`config.mk`:
```
export PLATFORM = sky130hd
export DESIGN_NAME = seq_accumulator
export DESIGN_NICKNAME = d
export VERILOG_FILES = /design/src/rtl/seq_accumulator.sv
export SDC_FILE = /design/constraint.sdc
export NUM_CORES = 1
export LEC_CHECK = 0
export ABC_AREA = 1
export CORE_ASPECT_RATIO = 1.75
export CORE_UTILIZATION = 41
export DETAILED_ROUTE_END_ITERATION = 16
export DONT_BUFFER_PORTS = 1
export GPL_TIMING_DRIVEN = 1
export PLACE_DENSITY = 0.53
export SLEW_MARGIN = 15
export SYNTH_ARGS = -nofsm -noshare
export SYNTH_HDL_FRONTEND = slang
export SYNTH_SLANG_ARGS = --single-unit
```
`constraint.sdc`:
```
create_clock -name clk -period 2.6 [get_ports clk]
set_input_delay 0.26 -clock clk [delete_from_list [all_inputs] [get_ports clk]]
set_output_delay 0.26 -clock clk [all_outputs]
set_load 0.02 [all_outputs]
```
`src/rtl/seq_accumulator.sv`:
```
// seq_accumulator
//   Sums N_SAMPLES signed operands from a valid/ready input stream with a
//   single combinational adder. The total is then offered on a valid/ready
//   output stream, together with a sticky signed-overflow flag.
//
//   Build option: define SEQ_ACC_SATURATE_EN to clamp the accumulator on
//   overflow. When the macro is undefined, the accumulator wraps and only
//   out_ovf reports the overflow.
//
//   ARCH_TYPE selects the adder implementation:
//     0 = plain '+' (the synthesizer picks the structure)
//     1 = explicit ripple-carry chain

module seq_accumulator #(
   parameter int parallelism = 32,
   parameter int N_SAMPLES   = 8,
   parameter int ARCH_TYPE   = 0
) (
   input  logic                   clk,
   input  logic                   rst,
   input  logic                   clear,
   input  logic                   in_valid,
   output logic                   in_ready,
   input  logic [parallelism-1:0] in_data,
   output logic                   out_valid,
   input  logic                   out_ready,
   output logic [parallelism-1:0] out_data,
   output logic                   out_ovf
);

   localparam int MSB   = parallelism - 1;
   localparam int CNT_W = $clog2(N_SAMPLES + 1);
   // The counter value seen on the cycle that accepts the final operand.
   localparam logic [CNT_W-1:0] LAST_CNT = CNT_W'(N_SAMPLES - 1);

   typedef enum logic [1:0] {
      IDLE  = 2'd0,
      ACCUM = 2'd1,
      DONE  = 2'd2
   } state_t;

   state_t                 state;
   state_t                 state_next;
   logic [parallelism-1:0] acc;
   logic [parallelism-1:0] acc_next;
   logic [parallelism-1:0] add_a;
   logic [parallelism-1:0] add_sum;
   logic [CNT_W-1:0]       cnt;
   logic                   ovf;
   logic                   ovf_det;
   logic                   accept;
   logic                   xfer;
   logic                   last;

   assign accept = in_valid & in_ready;
   assign xfer   = out_valid & out_ready;
   assign last   = (cnt == LAST_CNT);

   // In IDLE the first operand is added to zero. This loads the accumulator
   // through the same adder that is used for every later operand.
   assign add_a = (state == ACCUM) ? acc : '0;

   // Adder core. The carry-in is tied to zero in both implementations.
   generate
      if (ARCH_TYPE == 1) begin : g_ripple
         // Explicit ripple-carry chain, one full adder per bit.
         always_comb begin
            logic carry;
            carry   = 1'b0;
            add_sum = '0;
            for (int i = 0; i < parallelism; i++) begin
               add_sum[i] = add_a[i] ^ in_data[i] ^ carry;
               carry      = (add_a[i] & in_data[i]) | (carry & (add_a[i] ^ in_data[i]));
            end
         end
      end else begin : g_behav
         assign add_sum = add_a + in_data;
      end
   endgenerate

   // Signed overflow: both addends have the same sign, but the sum's sign differs.
   assign ovf_det = (add_a[MSB] == in_data[MSB]) && (add_sum[MSB] != add_a[MSB]);

`ifdef SEQ_ACC_SATURATE_EN
   localparam logic [parallelism-1:0] SAT_MAX = {1'b0, {MSB{1'b1}}};
   localparam logic [parallelism-1:0] SAT_MIN = {1'b1, {MSB{1'b0}}};

   // Clamp toward the sign shared by both addends whenever the sum wraps.
   always_comb begin
      acc_next = add_sum;
      if (ovf_det) begin
         acc_next = add_a[MSB] ? SAT_MIN : SAT_MAX;
      end
   end
`else
   assign acc_next = add_sum;
`endif

   // State register.
   always_ff @(posedge clk or posedge rst) begin
      // NOTE: registers use non-blocking assignments so that every flop samples pre-edge values.
      if (rst) begin
         state <= IDLE;
      end else begin
         state <= state_next;
      end
   end

   // Next-state logic. clear wins over any handshake in the same cycle.
   always_comb begin
      // NOTE: assigning a default first keeps every path assigned, so no latch is inferred.
      state_next = state;
      if (clear) begin
         state_next = IDLE;
      end else begin
         case (state)
            IDLE:    if (accept) state_next = (N_SAMPLES == 1) ? DONE : ACCUM;
            ACCUM:   if (accept && last) state_next = DONE;
            DONE:    if (xfer) state_next = IDLE;
            default: state_next = IDLE;
         endcase
      end
   end

   // Output decode. in_ready depends only on state and rst, never on in_valid.
   always_comb begin
      in_ready  = 1'b0;
      out_valid = 1'b0;
      out_data  = '0;
      out_ovf   = 1'b0;
      case (state)
         IDLE, ACCUM: in_ready = ~rst;
         DONE: begin
            out_valid = 1'b1;
            out_data  = acc;
            out_ovf   = ovf;
         end
         default: ;
      endcase
   end

   // Accumulator, sample counter and sticky overflow flag.
   always_ff @(posedge clk or posedge rst) begin
      if (rst) begin
         acc <= '0;
         cnt <= '0;
         ovf <= 1'b0;
      end else if (clear) begin
         acc <= '0;
         cnt <= '0;
         ovf <= 1'b0;
      end else if (accept) begin
         acc <= acc_next;
         if (state == IDLE) begin
            cnt <= CNT_W'(1);
            ovf <= 1'b0;
         end else begin
            cnt <= cnt + CNT_W'(1);
            ovf <= ovf | ovf_det;
         end
      end else if (xfer) begin
         acc <= '0;
         cnt <= '0;
         ovf <= 1'b0;
      end
   end

endmodule

```
---- Yosys cells after proc, flatten, opt, wreduce, memory -nomap -nowiden ----
Index checks and enable logic that the tools add are counted.
word-level totals
  register bits after elaboration ......... 39
  input port bits ......................... 37
  output and inout port bits .............. 35
operators by class
  add/sub/neg operators ................... 2
  eq/ne operators ......................... 8
  mux-type cells .......................... 21
  bitwise gates (word level) .............. 4
  reduce and logical (&&, ||, !) cells .... 6
operators by type and width
  operator                                                                 number
  32-bit two-way mux                                                       5
  32-bit adder                                                             1
  4-bit two-way mux                                                        4
  2-bit two-way mux                                                        4
  1-bit two-way mux                                                        7
  3-bit inequality test, second input constant                             2
  2-bit case mux with 3 select lines                                       1
  4-bit by 1-bit adder with 4-bit output, second input constant            1
  4-bit by 3-bit == test with 1-bit output, second input constant          1
  3-bit by 2-bit inequality test with 1-bit output, second input constant  1
  3-bit AND reduction                                                      1
  3-bit nonzero test                                                       1
  1-bit bitwise AND                                                        2
  2-bit by 1-bit == test with 1-bit output, second input constant          1
  2-bit == test, second input constant                                     1
  1-bit logical AND                                                        2
  2-bit logical NOT                                                        1
  2-bit OR reduction                                                       1
  1-bit == test                                                            1
  1-bit inequality test                                                    1
  1-bit inverter                                                           1
  1-bit bitwise OR                                                         1

---- Logic depth before layout (Yosys ltp) ----
Gate-level depths: netlist of the first run.
  word-level depth ........................ 9
  gate-level depth with buffers ........... 18
  gate-level depth less buffers ........... 17

---- Least setup slack after synthesis of the first run ----
OpenSTA, ideal clock, no wires.
  path type ............................... reg2reg
  from .................................... register state[1]
  to ...................................... register acc[20]
  setup time .............................. 117 ps
  arrival time ............................ 2,055 ps
  data required time ...................... 2,483 ps
  setup slack ............................. 428 ps
  cell stages (with the launch flop) ...... 16
  clock period less this slack ............ 2,172 ps
  cells stage by stage .................... dfrtp_1 > inv_2 > nand2_1 > clkbuf_1 > nor2_1 > fa_1 > nand3_1 > nand3_1 > nand2_1 > nand2_1 > nand2_1 > nand2_1 > nand2_1 > nand3_1 > nand3_1 > nand2_1
on the way
  cells in the longest elaborated chain, start to end .. 6
  elaborated cells on any way between the ends .. 13
  classes of those cells .................. 1 x add/sub; 2 x eq/ne; 5 x mux; 2 x bitwise; 3 x reduce/logical
ends and longest elaborated chain
  what                                                                  line  RTL
  from (decl)                                                           42    state_t state;
  from (signal assigned)                                                105   state <= state_next;
  parallel branches: the longest is 6 deep, another holds 32-bit adder  --
  to (signal assigned)                                                  153   acc <= acc_next;
  to (decl)                                                             44    logic [parallelism-1:0] acc;
Parallel ways; which one is timed is not known.
A chain may end at the register's enable or synchronous reset.

---- Final worst setup path of the first run ----
  from .................................... register state[1]
  to ...................................... register acc[11]
Same word-level chain as after synthesis.

==> results.yml, run 1 <==
logic_synthesis:
  synth-async-reset-ratio: 1.000
  synth_area_mm2: 0.004374
  synth_commonest_cells: "255 x nand2_1, 149 x inv_1, 102 x nor2_1"
  synth-seq-cells: 39
  synth_top_area_frac: 0.2231
  synthTopCellsByArea: "dfrtp_1 22%, nand2_1 22%, inv_1 13%, ha_1 9.2%, nor2_1 8.8%"
  synth_cells: 769
  ys_seq_area_frac: 0.2231
  synth_cell_types: 35
  yosysMostFrequentCell: "nand2_1"
  synth.avg_cell_area_um2: 5.688
  synth_top_cell_by_area: "dfrtp_1"
  synthFlopType: "dfrtp_1"
  ys_warn_count: 0
  synth_edf_count: 0
  syn_nets: 839
setup_path:
  crit_path_max_incr_delay_ps: 410
  crit_arrival_ps: 2600
  startpoint: "state[1]$_DFFE_PP0P_"
  r2r_slack_ps: 150
  crit_type: "flip-flop to flip-flop"
  cp_cell_sequence: "inv_2, nand2_2, clkbuf_16, nor2_1, ha_1, nand2_1, inv_1, nand2_1, nand2_1, nand3b_1, o21ai_0, o21ai_0"
  r2r_start: "state[1]$_DFFE_PP0P_"
  crit_top_cell: "nand2_1"
  reg2reg_to: "acc[11]$_DFFE_PP0P_"
  reg2reg_depth: 12
  critPathMaxFanout: 15
  cp-end-kind: "flip-flop"
  endpoint: "acc[11]$_DFFE_PP0P_"
  required_ps: 2750
  slowest_stage: "dfrtp_1"
  cp-start-kind: "flip-flop"
die:
  coreArea_mm2: 0.01030
  rows: 49
  die_h_um: 138.6
  die_x_um: 80.08
  dieArea_mm2: 0.01110
  ios: 72
  start_util: 0.4247
global_route:
  gr-total-overflow: 0
  grt_pass1_vias: 4595
  grt_use_total: 0.2612
  grt_max_degree: 40
  antenna_found_initial: 0
  grt_pass1_wl_mm: 22.17
final_layout:
  fin_nets: 841
  drive_gt1_frac: 0.08420
  area_growth_pct: 7.580
  fillers: 1183
  num_antenna_cells: 0
  instances_no_fill: 899
  design_area_mm2: 0.004706
detailed_routing:
  wl_mm: 13.63
  first_iter_violations: 236
  drt_pre_antenna_iters: 4
  vias: 4542
  drtAntennaViolNets: 0
  avgRoutedWirePerCell_um: 15.16
  vias_per_cell: 5.052
  drc: 0
clock_tree:
  clock_path_buffers: 2
  clkSinkCount: 39
  postCtsHoldBufs: 0
  cts_resized: 0
  clk_pin_slew_worst_paths_ps: 60
  worstSkewPairLatency_ps: 290
  tritoncts: "done"
  numCtsBuffers: 5
  cts_setup_buffers: 0
  htreeDepth: 2
  root_buffer: "clkbuf_16"
run_status:
  status: "finished, final reports clean"
place:
  dp_hpwl_mm: 10.76
  dp_cells: 890
  pre_cts_slack_ps: 112.8
  gp_congestion: 0.9177
  placed_area_mm2: 0.004533
  port_buffers: 0
timing:
  tightest_slew_ps: 651.9
  fin_setup_tns_ps: 0
  relSlewSlack: 0.5647
  setup_viol: 0
  finalHoldViolations: 0
  min_period_ps: 2454
  fmax_mhz: 407.5
  slew_viol_final: 0
  period_share: 0.9438
  rsz0062_at_grt: "no"
  skew_ps: 5.951
  setup_slack_ps: 146.1
run:
  maxCapViolations: 0
pwr:
  power_density_mw_per_mm2: 507.5
  leakagePower_nw: 2.697
  power_mw: 2.388
  ir_drop_v: 0.0003452
worst_hold_path:
  hold_path.class: "primary input to async pin"
worst min-delay path by stage:
| stage | startpoint | to | slack [ps] | depth (start not counted) |
|---|---|---|---|---|
| after floorplan | clear | acc[4]$_DFFE_PP0P_ | 370 | 1 |
| after global placement | rst | acc[4]$_DFFE_PP0P_ | 340 | 2 |
| after detailed placement | rst | cnt[2]$_DFFE_PP0P_ | 350 | 2 |
| after CTS | rst | ovf$_DFFE_PP0P_ | 40 | 2 |
| after global routing | rst | cnt[1]$_DFFE_PP0P_ | 70 | 2 |
| final | rst | cnt[2]$_DFFE_PP0P_ | 10 | 2 |
cell families after synthesis:
| kind of cell | synth area share |
|---|---|
| buffers and inverters | 0.1470 |
| adder cells (fa/ha/maj) | 0.09611 |
| AO/OA/AOI/OAI | 0.08524 |
| AND/OR/NAND/NOR | 0.4465 |
| XOR/XNOR | 0.002003 |
| flip-flops | 0.2231 |
layer usage:
metal | share of wire | vias to the layer above | GRT usage
li1 | - | 2345 | -
met1 | 0.39 | 2089 | 0.2719
met2 | 0.56 | 87 | 0.5119
met3 | 0.031 | 21 | 0.03092
met4 | 0.026 | 0 | 0.09305
met5 | 0 | - | 0
layout make-up:
cell class              count  area, um2  area share
flip-flops and latches     39      975.9      0.2074
well taps                 127      158.9     0.03377
inverters                 158      593.1      0.1260
multi-input cells         561       2763      0.5871
clock inverters             3      15.01    0.003191
repair buffers              6      75.07     0.01595
clock buffers               5      125.1     0.02659
worst max-delay path: cells and delay by family, from the launching register on:
family,cells,cell delay [ps]
AO/OA/AOI/OAI,2,520
adder cells (fa/ha/maj),1,280
buffers and inverters,3,390
flip-flops,1,410
AND/OR/NAND/NOR,6,710
state kept, by name, indices dropped and copies added, names as in the netlist:
signal and count:
cnt 4, ovf 1, state 2, acc 32
cell usage in the layout (no fill, tap or decap), drive strengths merged, types with 2 or more instances in the layout:
| cell | Yosys | layout |
|---|---|---|
| a21boi | 2 | 2 |
| ha | 32 | 32 |
| or2 | 2 | 2 |
| inv | 157 | 157 |
| nand3 | 47 | 47 |
| nand2 | 280 | 280 |
| dfrtp | 39 | 39 |
| o21bai | 4 | 4 |
| clkbuf | 6 | 6 |
| clkinv | 1 | 4 |
| nor2 | 110 | 110 |
| o21ai | 21 | 21 |
| a21o | 2 | 2 |
| nor3 | 11 | 11 |
| o22ai | 8 | 8 |
| and3 | 2 | 2 |
| a21oi | 27 | 27 |
| and2 | 3 | 3 |
| nand4 | 3 | 3 |
| buf | 5 | 5 |
metrics by stage:
step | hold WS (ps) | util
final | 13.50 | 0.4569
after global routing | 73.58 | 0.4569
after CTS | 43.63 | 0.4537
after detailed placement | 352.5 | 0.4401
after global placement | 342.5 | 0.4401
after floorplan | 372.2 | -
power by group:
part	switching [mW]	internal (mW)	leakage [nW]
sequential	0.0359	0.672	0.531
combinational	0.736	0.316	2.09
clock	0.277	0.351	0.0733
Note: power is estimated with default switching activity, not from simulation.
==> inputs of run 2 (changes only) <==
--- a/config.mk
+++ b/config.mk
@@ -8,9 +8,11 @@
 export ABC_AREA = 1
 export CORE_ASPECT_RATIO = 1.75
 export CORE_UTILIZATION = 41
+export CTS_BUF_LIST = sky130_fd_sc_hd__clkbuf_4 sky130_fd_sc_hd__clkbuf_8
 export DETAILED_ROUTE_END_ITERATION = 16
 export DONT_BUFFER_PORTS = 1
 export GPL_TIMING_DRIVEN = 1
+export MAX_ROUTING_LAYER = met4
 export PLACE_DENSITY = 0.53
 export SLEW_MARGIN = 15
 export SYNTH_ARGS = -nofsm -noshare
==> run 2 against run 1 <==
  * Non-clock buffer count increased by 1
  * Highest routed layer unchanged
  * Clock skew increased by 9.3 ps
  * Global-route usage increased by 1.3 points
  * Worst setup slack improved by 23 ps
  * Register-to-register slack improved by 20 ps
  * Die area unchanged
  * Critical endpoint is now acc[28]$_DFFE_PP0P_
  * Critical path depth increased by 1
  * Sequential power about the same
  * Largest cell class unchanged
  * Final area decreased by 0.45%
==> results.yml, run 2 (synthesized netlist as in run 1, its figures left out) <==
run_status:
  status: "finished, final reports clean"
timing:
  relSlewSlack: 0.5767
  tightest_slew_ps: 634.1
  skew_ps: 15.30
  rsz0062_at_grt: "no"
  min_period_ps: 2431
  setup_viol: 0
  slew_viol_final: 0
  fmax_mhz: 411.3
  finalHoldViolations: 0
  period_share: 0.9350
  fin_setup_tns_ps: 0
detailed_routing:
  avgRoutedWirePerCell_um: 15.33
  drc: 0
  drt_pre_antenna_iters: 5
  first_iter_violations: 204
  drtAntennaViolNets: 0
  vias_per_cell: 5.014
  wl_mm: 13.79
  vias: 4513
clock_tree:
  htreeDepth: 2
  cts_setup_buffers: 0
  numCtsBuffers: 5
  root_buffer: "clkbuf_8"
  clkSinkCount: 39
  clock_path_buffers: 2
  clk_pin_slew_worst_paths_ps: 100
  tritoncts: "done"
  worstSkewPairLatency_ps: 310
setup_path:
  cp-start-kind: "flip-flop"
  startpoint: "state[1]$_DFFE_PP0P_"
  required_ps: 2810
  cp-end-kind: "flip-flop"
  crit_arrival_ps: 2640
  reg2reg_to: "acc[28]$_DFFE_PP0P_"
  crit_type: "flip-flop to flip-flop"
  endpoint: "acc[28]$_DFFE_PP0P_"
  r2r_start: "state[1]$_DFFE_PP0P_"
  r2r_slack_ps: 170
  critPathMaxFanout: 19
  reg2reg_depth: 13
die:
  die_x_um: 80.08
  dieArea_mm2: 0.01110
  coreArea_mm2: 0.01030
  rows: 49
  start_util: 0.4247
  ios: 72
  die_h_um: 138.6
final_layout:
  final_cell_mix: "255 x nand2_1, 149 x inv_1, 102 x nor2_1, 45 x nand3_1, 39 x dfrtp_1"
  fillers: 1157
  largest_reg_flops: 32
  design_area_mm2: 0.004684
  fin_nets: 842
  largest_registers: "acc (32), cnt (4), state (2)"
  regMostFlops: "acc"
  final_common_cell: "nand2_1"
  num_antenna_cells: 0
  area_growth_pct: 7.094
  drive_gt1_frac: 0.08409
global_route:
  antenna_found_initial: 0
  gr-total-overflow: 0
  grt_use_total: 0.2744
  grt_pass1_vias: 4450
  grt_max_degree: 40
  grt_pass1_wl_mm: 22.12
place:
  gp_congestion: 0.9429
  placed_area_mm2: 0.004541
  port_buffers: 0
  dp_hpwl_mm: 11.30
pwr:
  power_density_mw_per_mm2: 485.8
  leakagePower_nw: 2.683
  ir_drop_v: 0.0003669
run:
  maxCapViolations: 0
worst_hold_path:
  hold_path.class: "primary input to flip-flop"
  hold_start: "clear"
run 2: cell types whose count changed in the layout (fill, tap and decap cells not counted), moves of 2 or more:
cell / delta
clkbuf_8: +6
ha_1: -2
nand2_1: +3
clkbuf_16: -6
clkinv_2: -2
ha_2: +2
nand2_2: -3
run 2: metrics by stage:
stage            util  power [mW]  setup WS, ps  hold slack, ps  std cells
2_1_floorplan       -       1.430         428.0           372.2        769
3_3_place_gp   0.4408       1.717         160.8           330.4        891
3_5_place_dp   0.4408       1.729         149.6           340.5        891
4_1_cts        0.4532       2.303         131.1           57.13        900
5_1_grt        0.4548       2.462         6.971           65.56        900
6_report       0.4548       2.276         169.0           68.70        900
run 2: worst min-delay path by stage:
stage	slack, ps	cells after the start	end
after floorplan	370	1	acc[4]$_DFFE_PP0P_
after global placement	330	2	acc[1]$_DFFE_PP0P_
after detailed placement	340	2	cnt[0]$_DFFE_PP0P_
after CTS	60	1	acc[4]$_DFFE_PP0P_
after global routing	70	1	acc[4]$_DFFE_PP0P_
final	70	1	acc[4]$_DFFE_PP0P_
run 2: worst max-delay path, cell delays in order, from the launching register on:
cell	delay, ps
dfrtp_1	400
inv_2	60
nand2_1	140
buf_12	180
nor2_1	50
ha_1	370
nand2_1	160
inv_1	80
a21oi_1	330
nand2_1	120
a21oi_1	190
nand3_1	90
nand3_1	90
nand2_1	50
run 2: repair_timing:
action	in CTS	in global routing
hold endpoints to repair	3	0
hold buffers	1	0
gates resized for setup	0	5
endpoints found under the setup margin	0	5
run 2: where the power goes:
group / internal (mW) / switching (mW) / leakage [nW]
clock network: 0.311 / 0.254 / 0.0612
registers: 0.671 / 0.0351 / 0.531
logic: 0.290 / 0.714 / 2.09
total: 1.27 / 1.00 / 2.68
run 2: area by class of cell:
cell class | count | area [um2] | area share
Inverter | 158 | 593.1 | 0.1266
Timing Repair Buffer | 7 | 67.56 | 0.01442
Tap cell | 127 | 158.9 | 0.03392
Clock inverter | 2 | 35.03 | 0.007479
Multi-Input combinational cell | 561 | 2771 | 0.5916
Clock buffer | 6 | 82.58 | 0.01763
Sequential cell | 39 | 975.9 | 0.2083
run 2: metal layers:
metal  up-vias  global-route usage  share of wire
li1       2351                   -              -
met1      2037              0.2793           0.37
met2       101              0.5137           0.56
met3        24             0.02434          0.029
met4         0              0.1203          0.039
met5         -                   -              0
